`config.mk`:
```
export PLATFORM = sky130hd
export DESIGN_NAME = pipe_stage_reg
export DESIGN_NICKNAME = d
export VERILOG_FILES = /design/src/rtl/pipe_stage_pkg.sv /design/src/rtl/pipe_perf_ctr.sv /design/src/rtl/pipe_stage_reg.sv
export SDC_FILE = /design/constraint.sdc
export NUM_CORES = 1
export LEC_CHECK = 0
export ABC_AREA = 0
export BUFFER_PORTS_ARGS = -buffer_cell sky130_fd_sc_hd__buf_2
export CORE_MARGIN = 5
export CORE_UTILIZATION = 55
export DETAILED_ROUTE_END_ITERATION = 10
export PLACE_DENSITY = 0.81
export SETUP_SLACK_MARGIN = 0.5
export SLEW_MARGIN = 20
export SYNTH_ARGS = -nofsm -noshare
export SYNTH_HDL_FRONTEND = slang
export SYNTH_HIERARCHICAL = 1
export SYNTH_SLANG_ARGS = --single-unit
```
`constraint.sdc`:
```
create_clock -name clock -period 8.9 [get_ports clock]
set_input_delay 1.78 -clock clock [delete_from_list [all_inputs] [get_ports clock]]
set_output_delay 1.78 -clock clock [all_outputs]
set_load 0.05 [all_outputs]
```
`src/rtl/pipe_stage_pkg.sv`:
```
// +------------------------------------------------------------------+
// | pipe_stage_pkg : widths, control-bit maps and kill masks          |
// | Rev 1.0                                                           |
// +------------------------------------------------------------------+
`default_nettype none

package pipe_stage_pkg;

  localparam int DATA_W_DEFAULT = 64;
  localparam int CTRL_W_DEFAULT = 16;

  localparam int          PERF_W   = 16;
  localparam logic [15:0] PERF_MAX = 16'hFFFF;

  // ID/EX control-bit index map
  localparam int IDEX_ALUOP_LSB   = 0;
  localparam int IDEX_ALUOP_W     = 5;
  localparam int IDEX_MEMREAD     = 5;
  localparam int IDEX_MEMWRITE    = 6;
  localparam int IDEX_REGWRITE    = 7;
  localparam int IDEX_TRAP        = 8;
  localparam int IDEX_CANERR_LSB  = 9;
  localparam int IDEX_CANERR_W    = 3;
  localparam int IDEX_REGDST      = 12;
  localparam int IDEX_ALUSRC      = 13;
  localparam int IDEX_MEMTOREG    = 14;
  localparam int IDEX_LINK        = 15;

  typedef struct packed {
    logic       link;
    logic       mem_to_reg;
    logic       alu_src;
    logic       reg_dst;
    logic [2:0] can_err;
    logic       trap;
    logic       reg_write;
    logic       mem_write;
    logic       mem_read;
    logic [4:0] alu_op;
  } idex_ctrl_t;

  function automatic logic [15:0] field_mask(input int lsb, input int width);
    logic [15:0] ones;
    ones = (16'h0001 << width) - 16'h0001;
    return ones << lsb;
  endfunction

  // Only side-effecting bits need killing; steering bits are harmless.
  localparam logic [15:0] IFID_KILL_MASK = 16'h0000;
  localparam logic [15:0] IDEX_KILL_MASK =
      field_mask(IDEX_ALUOP_LSB, IDEX_ALUOP_W) |
      field_mask(IDEX_MEMREAD, 1) | field_mask(IDEX_MEMWRITE, 1) |
      field_mask(IDEX_REGWRITE, 1) | field_mask(IDEX_TRAP, 1) |
      field_mask(IDEX_CANERR_LSB, IDEX_CANERR_W);
  localparam logic [15:0] EXM_KILL_MASK  = 16'h0077;
  localparam logic [15:0] MWB_KILL_MASK  = 16'h0001;

endpackage

`default_nettype wire

```
`src/rtl/pipe_perf_ctr.sv`:
```
// +------------------------------------------------------------------+
// | pipe_perf_ctr : 16-bit saturating event counter with clear        |
// | Rev 1.0                                                           |
// +------------------------------------------------------------------+
`default_nettype none

module pipe_perf_ctr
  import pipe_stage_pkg::*;
(
  input  logic              clock,
  input  logic              reset,
  input  logic              clr,
  input  logic              inc,
  output logic [PERF_W-1:0] count
);

  always_ff @(posedge clock or posedge reset) begin
    if (reset) begin
      count <= '0;
    end else if (clr) begin
      count <= '0;
    end else if (inc && (count != PERF_MAX)) begin
      count <= count + 16'd1;
    end
  end

endmodule

`default_nettype wire

```
`src/rtl/pipe_stage_reg.sv`:
```
// +------------------------------------------------------------------+
// | pipe_stage_reg : elastic pipeline register, 2-entry skid buffer   |
// | Optional perf counters under PIPE_STAGE_PERF_EN. Rev 1.0          |
// +------------------------------------------------------------------+
`default_nettype none

module pipe_stage_reg
  import pipe_stage_pkg::*;
#(
  parameter int                DATA_W    = DATA_W_DEFAULT,
  parameter int                CTRL_W    = CTRL_W_DEFAULT,
  parameter logic [CTRL_W-1:0] KILL_MASK = {CTRL_W{1'b1}},
  parameter logic [CTRL_W-1:0] CTRL_RST  = {CTRL_W{1'b0}}
) (
  input  logic              clock,
  input  logic              reset,
  input  logic              flush,
  input  logic              in_valid,
  output logic              in_ready,
  input  logic [CTRL_W-1:0] in_ctrl,
  input  logic [DATA_W-1:0] in_data,
  output logic              out_valid,
  input  logic              out_ready,
  output logic [CTRL_W-1:0] out_ctrl,
  output logic [DATA_W-1:0] out_data
`ifdef PIPE_STAGE_PERF_EN
  ,
  input  logic              perf_clr,
  output logic [15:0]       perf_bubbles,
  output logic [15:0]       perf_stalls
`endif
);

  logic              m_valid;
  logic [CTRL_W-1:0] m_ctrl;
  logic [DATA_W-1:0] m_data;
  logic              s_valid;
  logic [CTRL_W-1:0] s_ctrl;
  logic [DATA_W-1:0] s_data;

  logic w_in_fire;
  logic w_m_free;

  // in_ready comes straight from the skid flop: no path from out_ready.
  assign in_ready  = ~s_valid;
  assign w_in_fire = in_valid & in_ready;
  assign w_m_free  = ~m_valid | out_ready;

  assign out_valid = m_valid;
  assign out_ctrl  = m_ctrl & ~(KILL_MASK & {CTRL_W{~m_valid}});
  assign out_data  = m_data;

  always_ff @(posedge clock or posedge reset) begin
    if (reset) begin
      m_valid <= 1'b0;
      m_ctrl  <= CTRL_RST;
      m_data  <= '0;
      s_valid <= 1'b0;
      s_ctrl  <= CTRL_RST;
      s_data  <= '0;
    end else if (flush) begin
      // Payloads hold so exception logic can still read restart info.
      m_valid <= 1'b0;
      s_valid <= 1'b0;
    end else if (w_m_free) begin
      if (s_valid) begin
        m_valid <= 1'b1;
        m_ctrl  <= s_ctrl;
        m_data  <= s_data;
        s_valid <= 1'b0;
      end else if (w_in_fire) begin
        m_valid <= 1'b1;
        m_ctrl  <= in_ctrl;
        m_data  <= in_data;
      end else begin
        m_valid <= 1'b0;
      end
    end else if (w_in_fire) begin
      s_valid <= 1'b1;
      s_ctrl  <= in_ctrl;
      s_data  <= in_data;
    end
  end

`ifdef PIPE_STAGE_PERF_EN
  pipe_perf_ctr u_bubble_ctr (
    .clock (clock),
    .reset (reset),
    .clr   (perf_clr),
    .inc   (~m_valid & ~flush),
    .count (perf_bubbles)
  );

  pipe_perf_ctr u_stall_ctr (
    .clock (clock),
    .reset (reset),
    .clr   (perf_clr),
    .inc   (m_valid & ~out_ready),
    .count (perf_stalls)
  );
`endif

endmodule

`default_nettype wire

```
==> results of run 1 <==
==> how the worst max path moves through the flow <==
stage | startpoint | end | depth (start not counted)
CTS | s_valid | in_ready | 3
finish | s_valid | in_ready | 3
floorplan | reset | m_ctrl[0] | 1
global placement | flush | s_data[54] | 5
global route | s_valid | in_ready | 3
detailed placement | flush | s_data[18] | 5
==> sequential cells by signal (all words and copies together), names as in the netlist <==
name and count:
s_ctrl 16, s_valid 1, out_data 64, s_data 64, m_ctrl 16, out_valid 1
==> Yosys cell counts <==
| master | count |
|---|---|
| nor2_1 | 2 |
| or2b_1 | 1 |
| buf_1 | 1 |
| nor3_1 | 1 |
| nand3_2 | 1 |
| buf_6 | 14 |
| mux2_2 | 232 |
| a21oi_1 | 1 |
| dfrtp_1 | 162 |
| buf_2 | 1 |
| inv_1 | 2 |
| nor2b_4 | 1 |
| nor3_4 | 1 |
| clkbuf_1 | 8 |
| mux2_1 | 8 |
| buf_4 | 2 |
| and2_1 | 16 |
==> metal layers <==
layer	part of all wire [%]	track usage, %	vias up
met3	6.6	6.95	16
met2	51	33.7	111
li1	-	-	1969
met5	0	0	-
met4	1.3	5.89	0
met1	41	24.8	2186
==> worst max-delay path, delay by kind of cell, from the launching register on <==
family   cells  cell delay [ns]
buf+inv      3             0.87
flops        1             0.84
==> power breakdown <==
group          internal, mW  switching [mW]  total (mW)
Clock                 0.425           0.271       0.695
Sequential            0.900          0.0835       0.983
Combinational         0.203           0.337       0.540
Total                  1.53           0.691        2.22
==> per-stage QoR <==
stage                     util [%]  hold WS [ns]  power (mW)  instances
after global placement        63.4         0.462        1.51        771
after global routing          67.8         0.511        2.32        803
after detailed placement      63.4         0.475        1.54        771
final                         67.8         0.488        2.22        803
after floorplan                  -         0.449        1.39        454
after CTS                     67.7         0.495        2.24        802
==> layout make-up <==
| cell class | count | area [µm²] |
|---|---|---|
| Clock inverter | 6 | 80.1 |
| Tap cell | 172 | 215 |
| Antenna cell | 1 | 2.50 |
| Clock buffer | 25 | 475 |
| Multi-Input combinational cell | 264 | 2880 |
| Timing Repair Buffer | 171 | 868 |
| Sequential cell | 162 | 4060 |
| Inverter | 2 | 12.5 |
| Fill cell | 941 | 4080 |
==> kinds of logic (layout without fill, tap and decap cells) <==
family	after synthesis	count (layout)	share of synthesized area (%)
AOI/OAI and AO/OA	1	1	0.0700
buffers and inverters	28	204	3.07
DFF	162	162	56.8
muxes	240	240	37.8
other	0	1	0
and+or+nand+nor	23	23	2.24
==> impl_metrics.ini, run 1 <==
[routing]
drt_wl_total_mm = 14.3
num_vias = 4282
first_pass_iters = 4
final_antenna_net_count = 0
route.detailed.drc = 0
wl_per_cell_um = 17.8
viasPerCell = 5.33
drtIter0Drc = 284

[worst_setup_path]
rrSetupSlack_ns = 6.23
worst_setup_path_start_kind = flop
cpPeakStageDelay_ns = 0.84
cp.required_ns = 7.12
critPathSlowestCell = dfrtp_4
r2r-start = s_valid
worstPathMaxFanout = 47
r2r_end = s_data[53]
crit_path_end_kind = output port
critPathKind = reg -> out
ff2ff_path_depth = 4
cp.arrival_ns = 2.15
crit_chain = buf_4 > inv_1 > buf_2

[cts]
clk_latency_ns = 0.42
cts-root-buf = clkbuf_16
cts_buffers = 17
cts_sinks = 162
clock_path_buffers = 2
cts_tree = built
ctsHoldBuffers = 0
htree_levels = 4
post_cts.repair.setup_buffers = 0
clk_pin_slew_worst_paths_ns = 0.06
cts_resized = 0

[finish]
layout-drive-gt1-share_pct = 68.7
final_common_cell = mux2_2
fin_area_um2 = 8590
nets = 703
syn_to_final_growth_pct = 20.3
layout_common_cells = 232 x mux2_2, 166 x buf_2, 161 x dfrtp_1

[hold_path]
min_delay_path_depth = 1
whs_endpoint = m_ctrl[15]
min_from = m_ctrl[15]
hp-class = reg -> reg

[sta]
final.period_utilization_pct = 44.2
tns_ns = 0
rsz0062_at_grt = no
finalCriticalPeriod_ns = 3.93
maxSlewViolCount = 0
setup_ws_ns = 4.97
hold_violations = 0
slew_headroom_pct = 40.2
skew_ns = 0.00638
max_freq_ghz = 0.254
max_slew.worst_pin.slew_ns = 0.896
setup_viol = 0

[global_route]
antenna_found_initial = 1
grt_pass1_wl_mm = 23.6
grt_max_degree = 90
grt-ovfl-total = 0
grt_use_total_pct = 20.1
grt_pass1_vias = 4736

[yosys]
synthesis.nets = 539
syn_area_um2 = 7140
ys_ff_latch = 162
yosysTopAreaCell = dfrtp_1
syn_inst = 454
avgSynthCellArea_um2 = 15.7
synth_top_area_share_pct = 56.8
ys_seq_area_share_pct = 56.8
synth.distinct_cells = 17
ys_top_cells_by_area = dfrtp_1 57%, mux2_2 37%, buf_6 2.2%
yosysWarnings = 6

[placement]
dp_hpwl_mm = 9.71
gp_congestion = 0.739
port_buffers = 166
dp_slack_ns = 5.24
placed_area_um2 = 8030

[die]
die_y_um = 124
die_w_um = 124
ios = 167
core_um2 = 12700
die_area_um2 = 15400
rows = 41
start_util_pct = 56.4

[run_status]
status = complete, no violations

[power_and_ir_drop]
cellLeakagePower_nw = 3.96
power_density_nw_per_um2 = 258
peakVddDrop_uv = 175

[flow_run]
cap_violations = 0
Power figures use the tool's default switching activity.
==> run 2: changes to the inputs <==
CORE_UTILIZATION = 54   (was 55)
PLACE_DENSITY = 0.8   (was 0.81)
clock period = 4.13 ns   (was 8.9 ns; I/O delays follow)
==> impl_metrics.ini, run 2 (same netlist as run 1, synthesis figures left out) <==
[run_status]
status = complete, no violations

[routing]
wl_per_cell_um = 17.1
viasPerCell = 5.25
final_antenna_net_count = 0
drtIter0Drc = 175
first_pass_iters = 4
route.detailed.drc = 0
drt_wl_total_mm = 13.8
num_vias = 4238

[cts]
clk_pin_slew_worst_paths_ns = 0.06
post_cts.repair.setup_buffers = 0
cts_resized = 0
cts_sinks = 162
ctsHoldBuffers = 0
clk_latency_ns = 0.42
cts_tree = built
cts_buffers = 17
cts-root-buf = clkbuf_16
clock_path_buffers = 2
htree_levels = 4

[global_route]
antenna_found_initial = 0
grt_max_degree = 94
grt_pass1_vias = 4722
grt-ovfl-total = 0
grt_use_total_pct = 18.7
grt_pass1_wl_mm = 23.5

[worst_setup_path]
cp.arrival_ns = 2.12
cpPeakStageDelay_ns = 0.73
worstPathMaxFanout = 48
crit_family = buffers and inverters
cp.required_ns = 3.30
crit_chain = buf_4 > inv_1 > buf_2
cp.depth = 3
critPathSlowestCell = dfrtp_4
cp-startpoint = s_valid
ff2ff_path_depth = 4
r2r-start = s_valid
crit_path_end_kind = output port
worst_setup_path_start_kind = flop
critPathBufInv = 3
critPathKind = reg -> out

[power_and_ir_drop]
power_density_nw_per_um2 = 563
peakVddDrop_uv = 342
cellLeakagePower_nw = 3.99

[placement]
post-place-cells = 776
dp_hpwl_mm = 9.47
gp_congestion = 0.746
port_buffers = 166

[sta]
maxSlewViolCount = 0
max_freq_ghz = 0.339
tns_ns = 0
finalCriticalPeriod_ns = 2.95
final.period_utilization_pct = 71.4
setup_viol = 0
hold_violations = 0
slew_headroom_pct = 56.3
skew_ns = 0.00677
rsz0062_at_grt = no
max_slew.worst_pin.slew_ns = 0.655

[die]
ios = 167
start_util_pct = 54.6
die_area_um2 = 15600
rows = 42
die_w_um = 125
core_um2 = 13100
die_y_um = 125

[finish]
layout_common_cells = 232 x mux2_2, 166 x buf_2, 161 x dfrtp_1
layout-drive-gt1-share_pct = 69.6
nets = 704
syn_to_final_growth_pct = 21.4
final_common_cell = mux2_2
final_cell_count_no_fill = 808
diodes = 0

[flow_run]
cap_violations = 0

[hold_path]
hp-class = in -> async
[run 2: path summary, 6_finish.rpt]
kind,slack [ns],endpoint
setup / recovery,1.18,in_ready
hold / removal,0.44,out_data[43]
setup reg to reg,1.65,s_data[0]
hold reg to reg,0.49,m_ctrl[13]
max in group asynchronous,2.75,out_data[9]
min in group clock,0.49,m_ctrl[13]
[run 2: per-layer routing]
layer	global-route usage [%]	wire length, µm	part of all wire, %	vias up
li1	-	-	-	1957
met1	22.0	5680	41	2147
met2	31.7	7130	52	110
met3	5.80	725	5.2	24
met4	8.16	292	2.1	0
met5	0	0	0	-
[run 2: final cells by class]
| cell class | count | area [µm²] |
|---|---|---|
| clock buffers | 22 | 484 |
| inverters | 2 | 11.3 |
| multi-input cells | 264 | 2880 |
| flip-flops and latches | 162 | 4060 |
| clock inverters | 10 | 130 |
| fillers | 943 | 4420 |
| repair buffers | 172 | 888 |
| well taps | 176 | 220 |
[run 2: worst reg2reg max path: cells and delay by family, from the launching register on]
kind / cells / cell delay [ns]
multiplexers: 1 / 0.44
buffers and inverters: 1 / 0.60
flip-flops: 1 / 0.73
AND/OR/NAND/NOR: 2 / 0.60
[run 2: report_power, final]
group          switching (mW)  leakage (nW)  internal, mW  total [mW]
Sequential              0.174          1.95          1.94        2.11
Clock                   0.592         0.302          1.01        1.60
Combinational           0.722          1.74         0.440        1.16
Total                    1.49          3.99          3.39        4.88
[run 2: per-stage QoR]
step	power [mW]	utilization, %	instance area, µm²	hold slack (ns)	setup WS [ns]
detailed placement	3.31	61.5	8050	0.475	1.47
floorplan	3.01	-	7140	0.449	1.25
global route	5.11	66.2	8670	0.454	1.07
finish	4.88	66.2	8670	0.439	1.18
CTS	4.94	66.2	8670	0.427	1.15
global placement	3.26	61.5	8050	0.463	1.53
==> run 3: changes to the inputs <==
ABC_AREA = 1   (was 0)
clock period = 2.8 ns   (was 4.13 ns; I/O delays follow)
==> impl_metrics.ini, run 3 <==
[yosys]
ys_top_cells_by_count = 578 x nand2_1, 162 x dfrtp_1, 162 x nand3_1, 51 x buf_2, 19 x inv_1
syn_inst = 999
ys_top_cells_by_area = dfrtp_1 54%, nand2_1 29%, nand3_1 11%
synthesis.nets = 1084
synth-edff-count = 0
avgSynthCellArea_um2 = 7.48
yosysWarnings = 6
yosysMostFrequentCell = nand2_1
synth-async-reset-ratio_pct = 100
syn_area_um2 = 7470
synth.distinct_cells = 12
ys_ff_latch = 162
ys_seq_area_share_pct = 54.3
yosys_most_used_dff = dfrtp_1
yosysTopAreaCell = dfrtp_1
synth_top_area_share_pct = 54.3

[flow_run]
cap_violations = 0

[cts]
cts-root-buf = clkbuf_16
cts_sinks = 162
htree_levels = 4
cts_buffers = 17
post_cts.repair.setup_buffers = 0
cts_tree = built
clk_latency_ns = 0.42
clk_pin_slew_worst_paths_ns = 0.06
clock_path_buffers = 2
ctsHoldBuffers = 0
cts_resized = 0

[sta]
tns_ns = 0
hold_violations = 0
max_freq_ghz = 0.455
final.period_utilization_pct = 78.4
finalCriticalPeriod_ns = 2.20
maxSlewViolCount = 0
rsz0062_at_grt = no
skew_ns = 0.00679
slew_headroom_pct = 39.6
setup_viol = 0
max_slew.worst_pin.slew_ns = 0.906

[die]
rows = 43
core_um2 = 13700
start_util_pct = 54.5
ios = 167
die_area_um2 = 16300
die_y_um = 128
die_w_um = 128

[finish]
nets = 1214
final_cell_count_no_fill = 1323
layout-drive-gt1-share_pct = 19.4
layout_common_cells = 577 x nand2_1, 166 x buf_2, 161 x dfrtp_1
final_common_cell = nand2_1
nFillCells = 1145
syn_to_final_growth_pct = 21.3

[routing]
viasPerCell = 5.29
drtIter0Drc = 542
route.detailed.drc = 0
num_vias = 6998
first_pass_iters = 5
drt_wl_total_mm = 19.9
wl_per_cell_um = 15.0
final_antenna_net_count = 0

[worst_setup_path]
cp.arrival_ns = 1.64
critPathKind = reg -> out
r2r_end = m_ctrl[0]
rrSetupSlack_ns = 0.75
cp.required_ns = 2.24
worst_setup_path_start_kind = flop
r2r-start = s_valid
ff2ff_path_depth = 6
cp-startpoint = out_valid
crit_end = out_ctrl[15]
crit_path_end_kind = output port
worstPathMaxFanout = 14

[global_route]
grt_pass1_wl_mm = 33.3
grt_max_degree = 81
grt_pass1_vias = 6782
grt_use_total_pct = 25.3
antenna_found_initial = 1
grt-ovfl-total = 0

[hold_path]
hp-class = in -> async

[placement]
port_buffers = 166
post-place-cells = 1290
dp_hpwl_mm = 12.0
gp_congestion = 0.802

[run_status]
status = complete, no violations

[power_and_ir_drop]
power_density_nw_per_um2 = 775
peakVddDrop_uv = 387
cellLeakagePower_nw = 5.36
-- run 3: cell types whose count changed in the layout (fill, tap and decap cells not counted), sizes merged, moves of 3 or more --
| cell | before | now |
|---|---|---|
| nand2 | 0 | 578 |
| mux2 | 240 | 0 |
| nand3 | 1 | 162 |
| inv | 1 | 21 |
| and2 | 16 | 0 |
| buf | 172 | 179 |
| nor2 | 2 | 5 |
-- run 3: logic make-up after synthesis --
kind of cell / share of synthesized area (%)
AOI/OAI and AO/OA: 0.0669
buffers and inverters: 5.38
DFF: 54.3
and+or+nand+nor: 40.3
-- run 3: worst min path at each step --
stage,start,to,slack (ns),cells past startpoint
after floorplan,s_ctrl[0],s_ctrl[0],0.44,2
after global placement,s_data[39],s_data[39],0.45,2
after detailed placement,s_ctrl[3],s_ctrl[3],0.46,2
after CTS,reset,out_data[25],0.22,2
after global routing,reset,out_data[25],0.25,2
final,reset,out_data[25],0.23,2
-- run 3: critical path, cell delays in order, from the launching register on --
cell	delay, ns
dfrtp_1	0.49
buf_4	0.27
nand2_1	0.09
inv_1	0.08
buf_2	0.27
-- run 3: layout make-up --
type | instances | area (µm²) | area share (%)
tap | 180 | 225 | 2.49
timing repair buffer | 179 | 1000 | 11.1
antenna | 1 | 2.50 | 0.0276
inverter | 22 | 86.3 | 0.953
multi-input combinational | 747 | 3060 | 33.8
clock inverter | 9 | 126 | 1.39
clock buffer | 23 | 498 | 5.50
sequential | 162 | 4060 | 44.8
-- run 3: stage by stage --
| step | utilization, % | hold slack (ns) | setup WS (ns) | instance area [µm²] | power [mW] |
|---|---|---|---|---|---|
| 6_report | 66.0 | 0.227 | 0.603 | 9060 | 7.02 |
| 5_1_grt | 66.0 | 0.255 | 0.556 | 9060 | 7.37 |
| 4_1_cts | 66.0 | 0.223 | 0.625 | 9060 | 7.07 |
| 3_5_place_dp | 61.5 | 0.458 | 0.784 | 8430 | 4.63 |
| 3_3_place_gp | 61.5 | 0.453 | 0.854 | 8430 | 4.59 |
| 2_1_floorplan | - | 0.442 | 0.183 | 7480 | 4.17 |
-- run 3: power breakdown --
group / leakage (nW) / switching, mW / total (mW) / internal [mW]
sequential: 2.03 / 0.248 / 3.03 / 2.79
clock: 0.309 / 0.911 / 2.43 / 1.52
combinational: 3.02 / 1.16 / 1.56 / 0.402
total: 5.36 / 2.32 / 7.02 / 4.71
-- run 3: metal layers --
metal	wire length, µm	global-route usage [%]	share of wire (%)
met5	0	0	0
met4	410	9.18	2.1
met3	1450	5.69	7.3
met2	9800	41.1	49
met1	8250	33.5	41
